===== src/rtl/memory_arbiter_rr.sv =====
// Arbitrates NUM_REQ requesters onto one memory port by fixed priority or round-robin.
// Registered outputs, one edge from req to grant; grants last up to BURST_LEN cycles, then one idle turnaround cycle.
module memory_arbiter_rr #(
  parameter  int NUM_REQ   = 4,
  parameter  int BURST_LEN = 4,
  parameter  int MODE      = 1,
  localparam int ID_W      = $clog2(NUM_REQ)
) (
  input  logic               clk,
  input  logic               reset,
  input  logic [NUM_REQ-1:0] req,
  output logic [NUM_REQ-1:0] grant,
  output logic               grant_valid,
  output logic [ID_W-1:0]    grant_id,
  output logic [7:0]         burst_cnt,
  output logic [1:0]         arbiter_state
);

  typedef enum logic [1:0] {
    S_IDLE  = 2'b00,
    S_GRANT = 2'b01,
    S_TURN  = 2'b10,
    S_BAD   = 2'b11
  } state_t;

  localparam logic [ID_W:0] NREQ_W = (ID_W+1)'(NUM_REQ);
  localparam logic [7:0]    BLEN   = 8'(BURST_LEN);

  state_t             state_q, state_d;
  logic [NUM_REQ-1:0] grant_q, grant_d;
  logic               vld_q, vld_d;
  logic [ID_W-1:0]    id_q, id_d;
  logic [7:0]         cnt_q, cnt_d;
  logic [ID_W-1:0]    ptr_q, ptr_d;

  logic [ID_W-1:0]    base;
  logic [ID_W:0]      sum;
  logic               win_found;
  logic [ID_W-1:0]    win_idx;
  logic [ID_W:0]      owner_inc;
  logic [ID_W-1:0]    owner_next;
  logic               release_now;

  // Circular search starting at base; fixed priority simply starts at 0.
  always_comb begin
    win_found = 1'b0;
    win_idx   = '0;
    sum       = '0;
    base      = (MODE == 1) ? ptr_q : '0;
    for (int i = 0; i < NUM_REQ; i++) begin
      sum = {1'b0, base} + (ID_W+1)'(i);
      if (sum >= NREQ_W) sum = sum - NREQ_W;
      if (!win_found && req[sum[ID_W-1:0]]) begin
        win_found = 1'b1;
        win_idx   = sum[ID_W-1:0];
      end
    end
  end

  always_comb begin
    owner_inc  = {1'b0, id_q} + {{ID_W{1'b0}}, 1'b1};
    owner_next = (owner_inc >= NREQ_W) ? '0 : owner_inc[ID_W-1:0];
  end

  assign release_now = !req[id_q] || (cnt_q == BLEN);

  always_comb begin
    state_d = state_q;
    grant_d = grant_q;
    vld_d   = vld_q;
    id_d    = id_q;
    cnt_d   = cnt_q;
    ptr_d   = ptr_q;
    unique case (state_q)
      S_IDLE, S_TURN: begin
        if (win_found) begin
          grant_d          = '0;
          grant_d[win_idx] = 1'b1;
          vld_d            = 1'b1;
          id_d             = win_idx;
          cnt_d            = 8'd1;
          state_d          = S_GRANT;
        end else begin
          grant_d = '0;
          vld_d   = 1'b0;
          id_d    = '0;
          cnt_d   = '0;
          state_d = S_IDLE;
        end
      end
      S_GRANT: begin
        if (release_now) begin
          grant_d = '0;
          vld_d   = 1'b0;
          id_d    = '0;
          cnt_d   = '0;
          state_d = S_TURN;
          if (MODE == 1) ptr_d = owner_next;
        end else begin
          cnt_d = cnt_q + 8'd1;
        end
      end
      default: begin
        // Unreachable encoding: recover to a clean idle.
        grant_d = '0;
        vld_d   = 1'b0;
        id_d    = '0;
        cnt_d   = '0;
        state_d = S_IDLE;
      end
    endcase
  end

  always_ff @(posedge clk or negedge reset) begin
    if (!reset) begin
      state_q <= S_IDLE;
      grant_q <= '0;
      vld_q   <= 1'b0;
      id_q    <= '0;
      cnt_q   <= '0;
      ptr_q   <= '0;
    end else begin
      state_q <= state_d;
      grant_q <= grant_d;
      vld_q   <= vld_d;
      id_q    <= id_d;
      cnt_q   <= cnt_d;
      ptr_q   <= ptr_d;
    end
  end

  assign grant         = grant_q;
  assign grant_valid   = vld_q;
  assign grant_id      = id_q;
  assign burst_cnt     = cnt_q;
  assign arbiter_state = state_q;

endmodule


===== config.mk =====
export PLATFORM = sky130hd
export DESIGN_NAME = memory_arbiter_rr
export DESIGN_NICKNAME = d
export VERILOG_FILES = /design/src/rtl/memory_arbiter_rr.sv
export SDC_FILE = /design/constraint.sdc
export NUM_CORES = 1
export LEC_CHECK = 0
export ABC_CLOCK_PERIOD_IN_PS = 3700
export CELL_PAD_IN_SITES_DETAIL_PLACEMENT = 0
export CELL_PAD_IN_SITES_GLOBAL_PLACEMENT = 1
export CORE_MARGIN = 2
export CORE_UTILIZATION = 39
export CTS_CLUSTER_SIZE = 20
export DETAILED_ROUTE_END_ITERATION = 6
export PLACE_DENSITY_LB_ADDON = 0.1
export SYNTH_ARGS = -nofsm -noshare
export SYNTH_HDL_FRONTEND = slang
export SYNTH_SLANG_ARGS = --single-unit

===== constraint.sdc =====
create_clock -name clk -period 3.7 [get_ports clk]
set_input_delay 0.555 -clock clk [delete_from_list [all_inputs] [get_ports clk]]
set_output_delay 0.555 -clock clk [all_outputs]
set_load 0.02 [all_outputs]

==> results.json, run 1 <==
{
  "pwr-share-seq_pct": 41.1,
  "cap_viol_max_count": 0,
  "worst_pin_slew_ps": 850,
  "post_drt_via_cell_ratio": 5.19,
  "slew_violations": 0,
  "routed_wl_microns": 1880,
  "clk_pin_slew_ps": 110,
  "place_hpwl_microns": 1390,
  "top_usage_layer": "met1",
  "worst_slack_ps": 1690,
  "grtUsageMet3_pct": 5.93,
  "fin_util_pct": 54.4,
  "final_nets": 121,
  "drive_above_1_share_pct": 6.31,
  "drtAntennaViolNets": 0,
  "grt_pass1_vias": 707,
  "io-pin-count": 23,
  "relSlewSlack_pct": 43.2,
  "min_path_type": "flop to flop",
  "syn_nets": 95,
  "p_clk_share_pct": 12.9,
  "drtIter0Drc": 14,
  "fp.dieArea_sq_mm": 0.00281,
  "swShare_pct": 40.4,
  "met2_usage_pct": 22.1,
  "fp.dieW_microns": 53.0,
  "vdd_ir_drop_max_uv": 523,
  "final_hold_viol_count": 0,
  "grtUsageMet1_pct": 25.3,
  "via_count": 722,
  "timing.fmax_ghz": 0.499,
  "avgRoutedWirePerCell_microns": 13.5,
  "port_buffers": 22,
  "grt_pass1_wl_microns": 3320,
  "critPathLaunchType": "input pin",
  "cts_hold_buffers": 0,
  "finalCritPeriodShare_pct": 54.2,
  "cp.required_ps": 3890,
  "critPathArrivalTime_ps": 2200,
  "postCtsSetupBuffers": 0,
  "tns_ps": 0,
  "start_util_pct": 42.0,
  "post_cts_resized": 0,
  "place.gp.congestion": 0.752,
  "cts_max_path_buffers": 2,
  "drc": 0,
  "finalSetupViolCount": 0,
  "synth.distinct_cells": 30,
  "grt_usage_pct": 16.6,
  "synth_area_sq_um": 937,
  "grt_overflow": 0,
  "skew_ps": 1.50,
  "htree_levels": 1,
  "ys_warn_count": 0,
  "power-per-cell-area_mw_per_mm2": 681,
  "async_flop_share_pct": 100,
  "p_switching_w": 0.000334,
  "drt_pass1_iterations": 4,
  "synth_seq_cells": 19,
  "cts_tree": "built",
  "synthCells": 86,
  "worstSetupPathType": "input pin to flop",
  "rsz0062_at_grt": "false",
  "antenna_found_initial": 0,
  "power.leakage_nw": 0.543,
  "grt_start_max_net_pins": 20,
  "intPower_w": 0.000493,
  "area_delta_synth_final_pct": 29.6,
  "cts_root_buf": "clkbuf_4",
  "rows": 17,
  "place_ws_ps": 1360,
  "synth_area_per_cell_sq_um": 10.9,
  "antennaDiodeCount": 0,
  "synth_edf_count": 0,
  "ys_seq_area_share_pct": 50.7,
  "worstRegToRegCells": 4,
  "die_h_microns": 53.0,
  "fin_crit_ps": 2010,
  "instances_no_fill": 139,
  "ys.flop_type": "dfrtp_1",
  "fp.coreArea_sq_mm": 0.00223,
  "dpl.cell_count": 135,
  "p_comb_share_pct": 46.0,
  "critPathMaxFanout": 5,
  "hold_depth": 1,
  "status": "finished, final reports clean",
  "clock-sinks": 19,
  "clk_latency_ps": 300,
  "cp-end-kind": "flop",
  "cts_buffers": 3,
  "whs_ps": 500
}
==> cells in the mapped netlist, drive strengths merged (3+ instances only) <==
| master | number | area [sq um] |
|---|---|---|
| a21o | 4 | 30.0 |
| ha | 3 | 37.5 |
| and3 | 3 | 18.8 |
| dfrtp | 19 | 475 |
| nand3 | 6 | 30.0 |
| nor2 | 9 | 33.8 |
| inv | 4 | 15.0 |
| a22o | 3 | 26.3 |
| nand2 | 4 | 15.0 |
| xor2 | 5 | 43.8 |
==> state kept, by name, indices dropped and copies added, names as in the netlist <==
register / flops
base: 2
burst_cnt: 8
arbiter_state: 2
grant_valid: 1
grant: 4
grant_id: 2
==> logic make-up (layout without fill, tap and decap cells) <==
family                   Yosys count  after routing  synth area share (%)
AND/OR/NAND/NOR                   34             34                  21.0
AO/OA/AOI/OAI                     15             15                  12.0
buffers and inverters              5             30                  2.14
multiplexers                       4              4                  4.54
adder cells (fa/ha/maj)            3              3                  4.01
XOR/XNOR                           6              6                  5.61
flip-flops                        19             19                  50.7
==> power by group through the flow <==
| stage | Clock (W) | Sequential (W) | Combinational, W |
|---|---|---|---|
| finish | 0.000107 | 0.000340 | 0.000380 |
| global placement | 0 | 0.000344 | 0.000379 |
| floorplan | 0 | 0.000393 | 0.000171 |
| CTS | 0.000112 | 0.000340 | 0.000387 |
| global route | 0.000121 | 0.000354 | 0.000419 |
| detailed placement | 0 | 0.000343 | 0.000383 |
==> layout make-up <==
class	instances	area, sq um
flip-flops and latches	19	475
clock inverters	1	5.00
well taps	28	35.0
multi-input cells	62	442
inverters	4	15.0
repair buffers	22	220
fillers	207	1020
clock buffers	3	22.5
==> metrics by stage <==
stage	instance area (sq um)	total power (W)
global route	1210	0.000894
finish	1210	0.000827
CTS	1210	0.000839
global placement	1190	0.000722
floorplan	937	0.000564
detailed placement	1190	0.000727
==> critical path, cell delays in order <==
cell             delay, ps
clkdlybuf4s50_1        550
mux2i_1                 90
and2_1                 190
o311ai_1               440
mux2_1                 370
==> path summary, 6_finish.rpt <==
check	start	to	slack, ps
min	grant_valid	grant_valid	500
max in group asynchronous	reset	burst_cnt[1]	2450
min in group asynchronous	reset	base[1]	730
max	req[3]	base[0]	1690
max reg2reg	burst_cnt[4]	base[0]	1830
min reg2reg	grant_valid	grant_valid	500
==> placed cells by master, fill, tap and decap left out, drive strengths merged, types with 2 or more instances in the layout <==
| master | count |
|---|---|
| nand3 | 6 |
| nor3 | 2 |
| a22o | 3 |
| clkdlybuf4s50 | 22 |
| clkbuf | 3 |
| nor2 | 9 |
| ha | 3 |
| dfrtp | 19 |
| o21ai | 2 |
| nand2 | 4 |
| mux2 | 2 |
| mux2i | 2 |
| o2bb2ai | 2 |
| a21o | 4 |
| inv | 4 |
| and2 | 2 |
| and3 | 3 |
| a211oi | 2 |
| or4 | 2 |
| xor2 | 5 |
| nand2b | 2 |
==> metal layers <==
| metal | part of all wire (%) | up-vias |
|---|---|---|
| met5 | 0 | - |
| met4 | 0.64 | 0 |
| met3 | 4.4 | 2 |
| met2 | 41 | 13 |
| met1 | 54 | 348 |
| li1 | - | 359 |
Power figures use the tool's default switching activity.
==> inputs of run 2 (changes only) <==
--- a/config.mk
+++ b/config.mk
@@ -5,11 +5,11 @@
 export SDC_FILE = /design/constraint.sdc
 export NUM_CORES = 1
 export LEC_CHECK = 0
-export ABC_CLOCK_PERIOD_IN_PS = 3700
+export ABC_CLOCK_PERIOD_IN_PS = 1700
 export CELL_PAD_IN_SITES_DETAIL_PLACEMENT = 0
 export CELL_PAD_IN_SITES_GLOBAL_PLACEMENT = 1
 export CORE_MARGIN = 2
-export CORE_UTILIZATION = 39
+export CORE_UTILIZATION = 33
 export CTS_CLUSTER_SIZE = 20
 export DETAILED_ROUTE_END_ITERATION = 6
 export PLACE_DENSITY_LB_ADDON = 0.1
==> constraint.sdc (replaced) <==
create_clock -name clk -period 1.7 [get_ports clk]
set_input_delay 0.255 -clock clk [delete_from_list [all_inputs] [get_ports clk]]
set_output_delay 0.255 -clock clk [all_outputs]
set_load 0.02 [all_outputs]
==> results.json, run 2 (same netlist as run 1, synthesis figures left out) <==
{
  "grt_usage_pct": 14.6,
  "critPathMaxStageDelay_ps": 550,
  "power.leakage_nw": 0.714,
  "r2r-start": "burst_cnt[4]",
  "top_layer_used": "met4",
  "drt-met1-wl_microns": 1060,
  "rr_endpoint": "base[0]",
  "htree_levels": 1,
  "finalSetupViolCount": 8,
  "final_common_cell": "dfrtp_1",
  "final_area_sq_mm": 0.00135,
  "drtAntennaViolNets": 0,
  "die_h_microns": 57.3,
  "vdd_ir_drop_max_uv": 1170,
  "place_hpwl_microns": 1590,
  "p_clk_share_pct": 12.0,
  "cp-endpoint": "base[0]",
  "placed_area_sq_mm": 0.00129,
  "clk_latency_ps": 300,
  "antennaDiodeCount": 0,
  "critPathMaxFanout": 3,
  "worstRegToRegCells": 4,
  "worst_slack_ps": -75.8,
  "fp.dieW_microns": 57.3,
  "final_nets": 133,
  "slew_violations": 0,
  "worst-path-buf-inv": 0,
  "grt_pass1_vias": 748,
  "drc": 0,
  "clock-sinks": 19,
  "power-per-cell-area_mw_per_mm2": 1390,
  "final_hold_viol_count": 0,
  "swShare_pct": 40.0,
  "grt_overflow": 0,
  "antenna_found_initial": 0,
  "drtIter0Drc": 20,
  "drt_pass1_iterations": 4,
  "timing.fmax_ghz": 0.563,
  "cts_root_buf": "clkbuf_4",
  "drive_above_1_share_pct": 20.3,
  "relSlewSlack_pct": 70.0,
  "crit_chain": "or4_4, nor3_4, o311ai_2, mux2_1",
  "cp-end-kind": "flop",
  "fillers": 260,
  "rows": 19,
  "critPathLaunchType": "flop",
  "rsz0062_at_grt": "true",
  "cap_viol_max_count": 0,
  "largest_register_ffs": 8,
  "skew_ps": 5.40,
  "cts_buffers": 3,
  "layout_common_cells": "dfrtp_1 (15), clkdlybuf4s50_1 (14), buf_4 (12), nor2_1 (9), dlymetal6s2s_1 (7)",
  "critPathArrivalTime_ps": 1960,
  "intPower_w": 0.00113,
  "finalCritPeriodShare_pct": 104,
  "fp.coreArea_sq_mm": 0.00273,
  "grt_pass1_wl_microns": 3650,
  "critPathLaunch": "burst_cnt[4]",
  "fp.dieArea_sq_mm": 0.00328,
  "status": "finished with violations",
  "cp_top_family": "simple AND/OR/NAND/NOR gates",
  "start_util_pct": 34.3,
  "io-pin-count": 23,
  "place.gp.congestion": 0.750,
  "cp.required_ps": 1890,
  "fin_util_pct": 49.4,
  "r2r_setup_slack_ps": -80,
  "wl_met3_microns": 93,
  "area_delta_synth_final_pct": 44.2,
  "dr_wl_met2_microns": 885,
  "avgRoutedWirePerCell_microns": 13.3,
  "port_buffers": 22,
  "clk_pin_slew_ps": 100,
  "p_comb_share_pct": 50.2,
  "cts_max_path_buffers": 2,
  "routed_wl_microns": 2050,
  "pwr-share-seq_pct": 37.8,
  "cts_tree": "built",
  "post_drt_via_cell_ratio": 4.86,
  "min_path_type": "input pin to async pin",
  "worst_pin_slew_ps": 447,
  "grt_start_max_net_pins": 20,
  "worstSetupPathType": "flop to flop",
  "violations": "setup timing",
  "cpMaxStageDelayCell": "or4_4",
  "via_count": 749,
  "p_switching_w": 0.000750,
  "fin_crit_ps": 1780,
  "path_depth": 4
}
[run 2: worst min-delay path by stage]
stage           startpoint                to  slack, ps
5_1_grt              reset          grant[2]        270
3_5_place_dp      grant[1]          grant[1]        470
2_1_floorplan        reset  arbiter_state[0]        -40
4_1_cts              reset       grant_id[0]        270
3_3_place_gp   grant_valid       grant_valid        470
6_report             reset           base[1]        280
[run 2: stage by stage]
step,cells,power (W),setup TNS [ps],hold WS (ps),worst slack (ps)
global route,154,0.00204,-1060,271,-138
detailed placement,149,0.00165,-4090,473,-269
CTS,153,0.00188,-184,271,-58.7
floorplan,86,0.00124,-83.6,-40.6,-41.8
global placement,149,0.00164,-3180,474,-214
finish,154,0.00188,-208,277,-75.8
[run 2: cell type report]
cell class	instances	area, sq um	area share, %
repair buffers	34	327	24.2
clock inverters	1	5.00	0.370
multi-input cells	62	463	34.3
clock buffers	3	22.5	1.67
well taps	31	38.8	2.87
flip-flops and latches	19	480	35.6
inverters	4	15.0	1.11
[run 2: power by group through the flow]
stage	registers [W]	clock network [W]	logic, W
2_1_floorplan	0.000861	0	0.000384
3_3_place_gp	0.000712	0	0.000930
3_5_place_dp	0.000715	0	0.000935
4_1_cts	0.000708	0.000237	0.000938
5_1_grt	0.000738	0.000259	0.00104
6_report	0.000709	0.000225	0.000942
[run 2: layer usage]
metal	global-route usage (%)	vias up
met5	0	-
met1	21.7	351
li1	-	382
met2	20.5	14
met4	2.99	0
met3	5.22	2
[run 2: timing repair]
item                       4_1_cts  5_1_grt
gates resized for setup          1        9
hold buffers                     0        0
gates cloned                     0        0
buffers inserted                 0        1
setup endpoints to repair        7       25
pin swaps                        0        1
==> inputs of run 3 (changes only) <==
--- a/config.mk
+++ b/config.mk
@@ -13,6 +13,7 @@
 export CTS_CLUSTER_SIZE = 20
 export DETAILED_ROUTE_END_ITERATION = 6
 export PLACE_DENSITY_LB_ADDON = 0.1
+export SKIP_CTS_REPAIR_TIMING = 1
 export SYNTH_ARGS = -nofsm -noshare
 export SYNTH_HDL_FRONTEND = slang
 export SYNTH_SLANG_ARGS = --single-unit
==> results.json, run 3 (same netlist as run 1, synthesis figures left out) <==
{
  "fin_crit_ps": 1780,
  "largest_register_ffs": 8,
  "finalCritPeriodShare_pct": 105,
  "port_buffers": 22,
  "die_h_microns": 57.3,
  "final_hold_viol_count": 0,
  "routed_wl_microns": 2060,
  "power-per-cell-area_mw_per_mm2": 1390,
  "rows": 19,
  "cap_viol_max_count": 0,
  "fp.dieArea_sq_mm": 0.00328,
  "power.leakage_nw": 0.724,
  "critPathArrivalTime_ps": 1960,
  "cts_tree": "built",
  "instances_no_fill": 154,
  "clk_latency_ps": 300,
  "antennaDiodeCount": 0,
  "tns_ps": -216,
  "grt_pass1_vias": 748,
  "cp.required_ps": 1890,
  "place_hpwl_microns": 1590,
  "dpl.cell_count": 149,
  "area_delta_synth_final_pct": 44.7,
  "worst_slack_ps": -76.7,
  "worst_pin_slew_ps": 447,
  "critPathLaunchType": "flop",
  "fillers": 259,
  "p_total_w": 0.00188,
  "post_drt_via_cell_ratio": 4.84,
  "start_util_pct": 34.3,
  "clock-sinks": 19,
  "grt_pass1_wl_microns": 3650,
  "min_path_type": "input pin to async pin",
  "fp.coreArea_sq_mm": 0.00273,
  "vdd_ir_drop_max_uv": 1170,
  "slew_violations": 0,
  "finalSetupViolCount": 9,
  "timing.fmax_ghz": 0.563,
  "drive_above_1_share_pct": 21.1,
  "relSlewSlack_pct": 70.0,
  "avgRoutedWirePerCell_microns": 13.4,
  "drc": 0,
  "r2r-start": "burst_cnt[4]",
  "drt_pass1_iterations": 4,
  "skew_ps": 5.39,
  "cts_buffers": 3,
  "status": "finished with violations",
  "cts_max_path_buffers": 2,
  "layout_common_cells": "dfrtp_1 (14), clkdlybuf4s50_1 (14), buf_4 (12), nor2_1 (9), dlymetal6s2s_1 (8)",
  "antenna_found_initial": 0,
  "placed_area_sq_mm": 0.00129,
  "htree_levels": 1,
  "final_area_sq_mm": 0.00136,
  "clk_pin_slew_ps": 100,
  "final_nets": 133,
  "via_count": 745,
  "critPathLaunch": "burst_cnt[4]",
  "critPathMaxFanout": 3,
  "grt_overflow": 0,
  "place.gp.congestion": 0.750,
  "rsz0062_at_grt": "true",
  "drtIter0Drc": 25,
  "violations": "setup timing",
  "cts_root_buf": "clkbuf_4",
  "fin_util_pct": 49.6,
  "grt_usage_pct": 14.6,
  "grt_start_max_net_pins": 20,
  "fp.dieW_microns": 57.3,
  "worstSetupPathType": "flop to flop",
  "drtAntennaViolNets": 0,
  "io-pin-count": 23,
  "cp-end-kind": "flop"
}
==> run 3: critical path, cell delays in order, from the launching register on <==
cell	delay (ps)
dfrtp_2	410
or4_4	550
nor3_4	220
o311ai_2	150
mux2_1	330
==> run 3: layout make-up <==
| type | instances | area (sq um) | share of cell area (%) |
|---|---|---|---|
| Clock buffer | 3 | 22.5 | 1.66 |
| Clock inverter | 1 | 5.00 | 0.369 |
| Inverter | 4 | 15.0 | 1.11 |
| Multi-Input combinational cell | 62 | 463 | 34.1 |
| Sequential cell | 19 | 482 | 35.5 |
| Tap cell | 31 | 38.8 | 2.86 |
| Timing Repair Buffer | 34 | 330 | 24.4 |
==> run 3: layer usage <==
metal  routed length, microns  global-route usage (%)
met2                      878                    20.5
met1                     1060                    21.7
met5                        0                       0
met3                      103                    5.22
met4                       12                    2.99
==> run 3: where the power goes <==
| group | total, W | switching (W) | internal (W) | leakage (nW) |
|---|---|---|---|---|
| clock | 0.000225 | 0.000137 | 0.0000876 | 0.0177 |
| combinational | 0.000946 | 0.000494 | 0.000453 | 0.466 |
| sequential | 0.000712 | 0.000120 | 0.000592 | 0.241 |
| total | 0.00188 | 0.000751 | 0.00113 | 0.724 |
==> run 3: metrics by stage <==
stage          hold slack (ps)  worst slack, ps
6_report                   278            -76.7
4_1_cts                    271            -58.7
5_1_grt                    271             -138
3_5_place_dp               473             -269
2_1_floorplan            -40.6            -41.8
3_3_place_gp               474             -214
==> run 3: worst paths after layout <==
check,end,slack (ps),cells past startpoint
max in group asynchronous,burst_cnt[4],1200,2
worst min-delay path,base[1],280,2
worst max-delay path,base[0],-80,4
worst min register to register,grant[0],500,1
worst max register to register,base[0],-80,4
min in group clk,grant[0],500,1
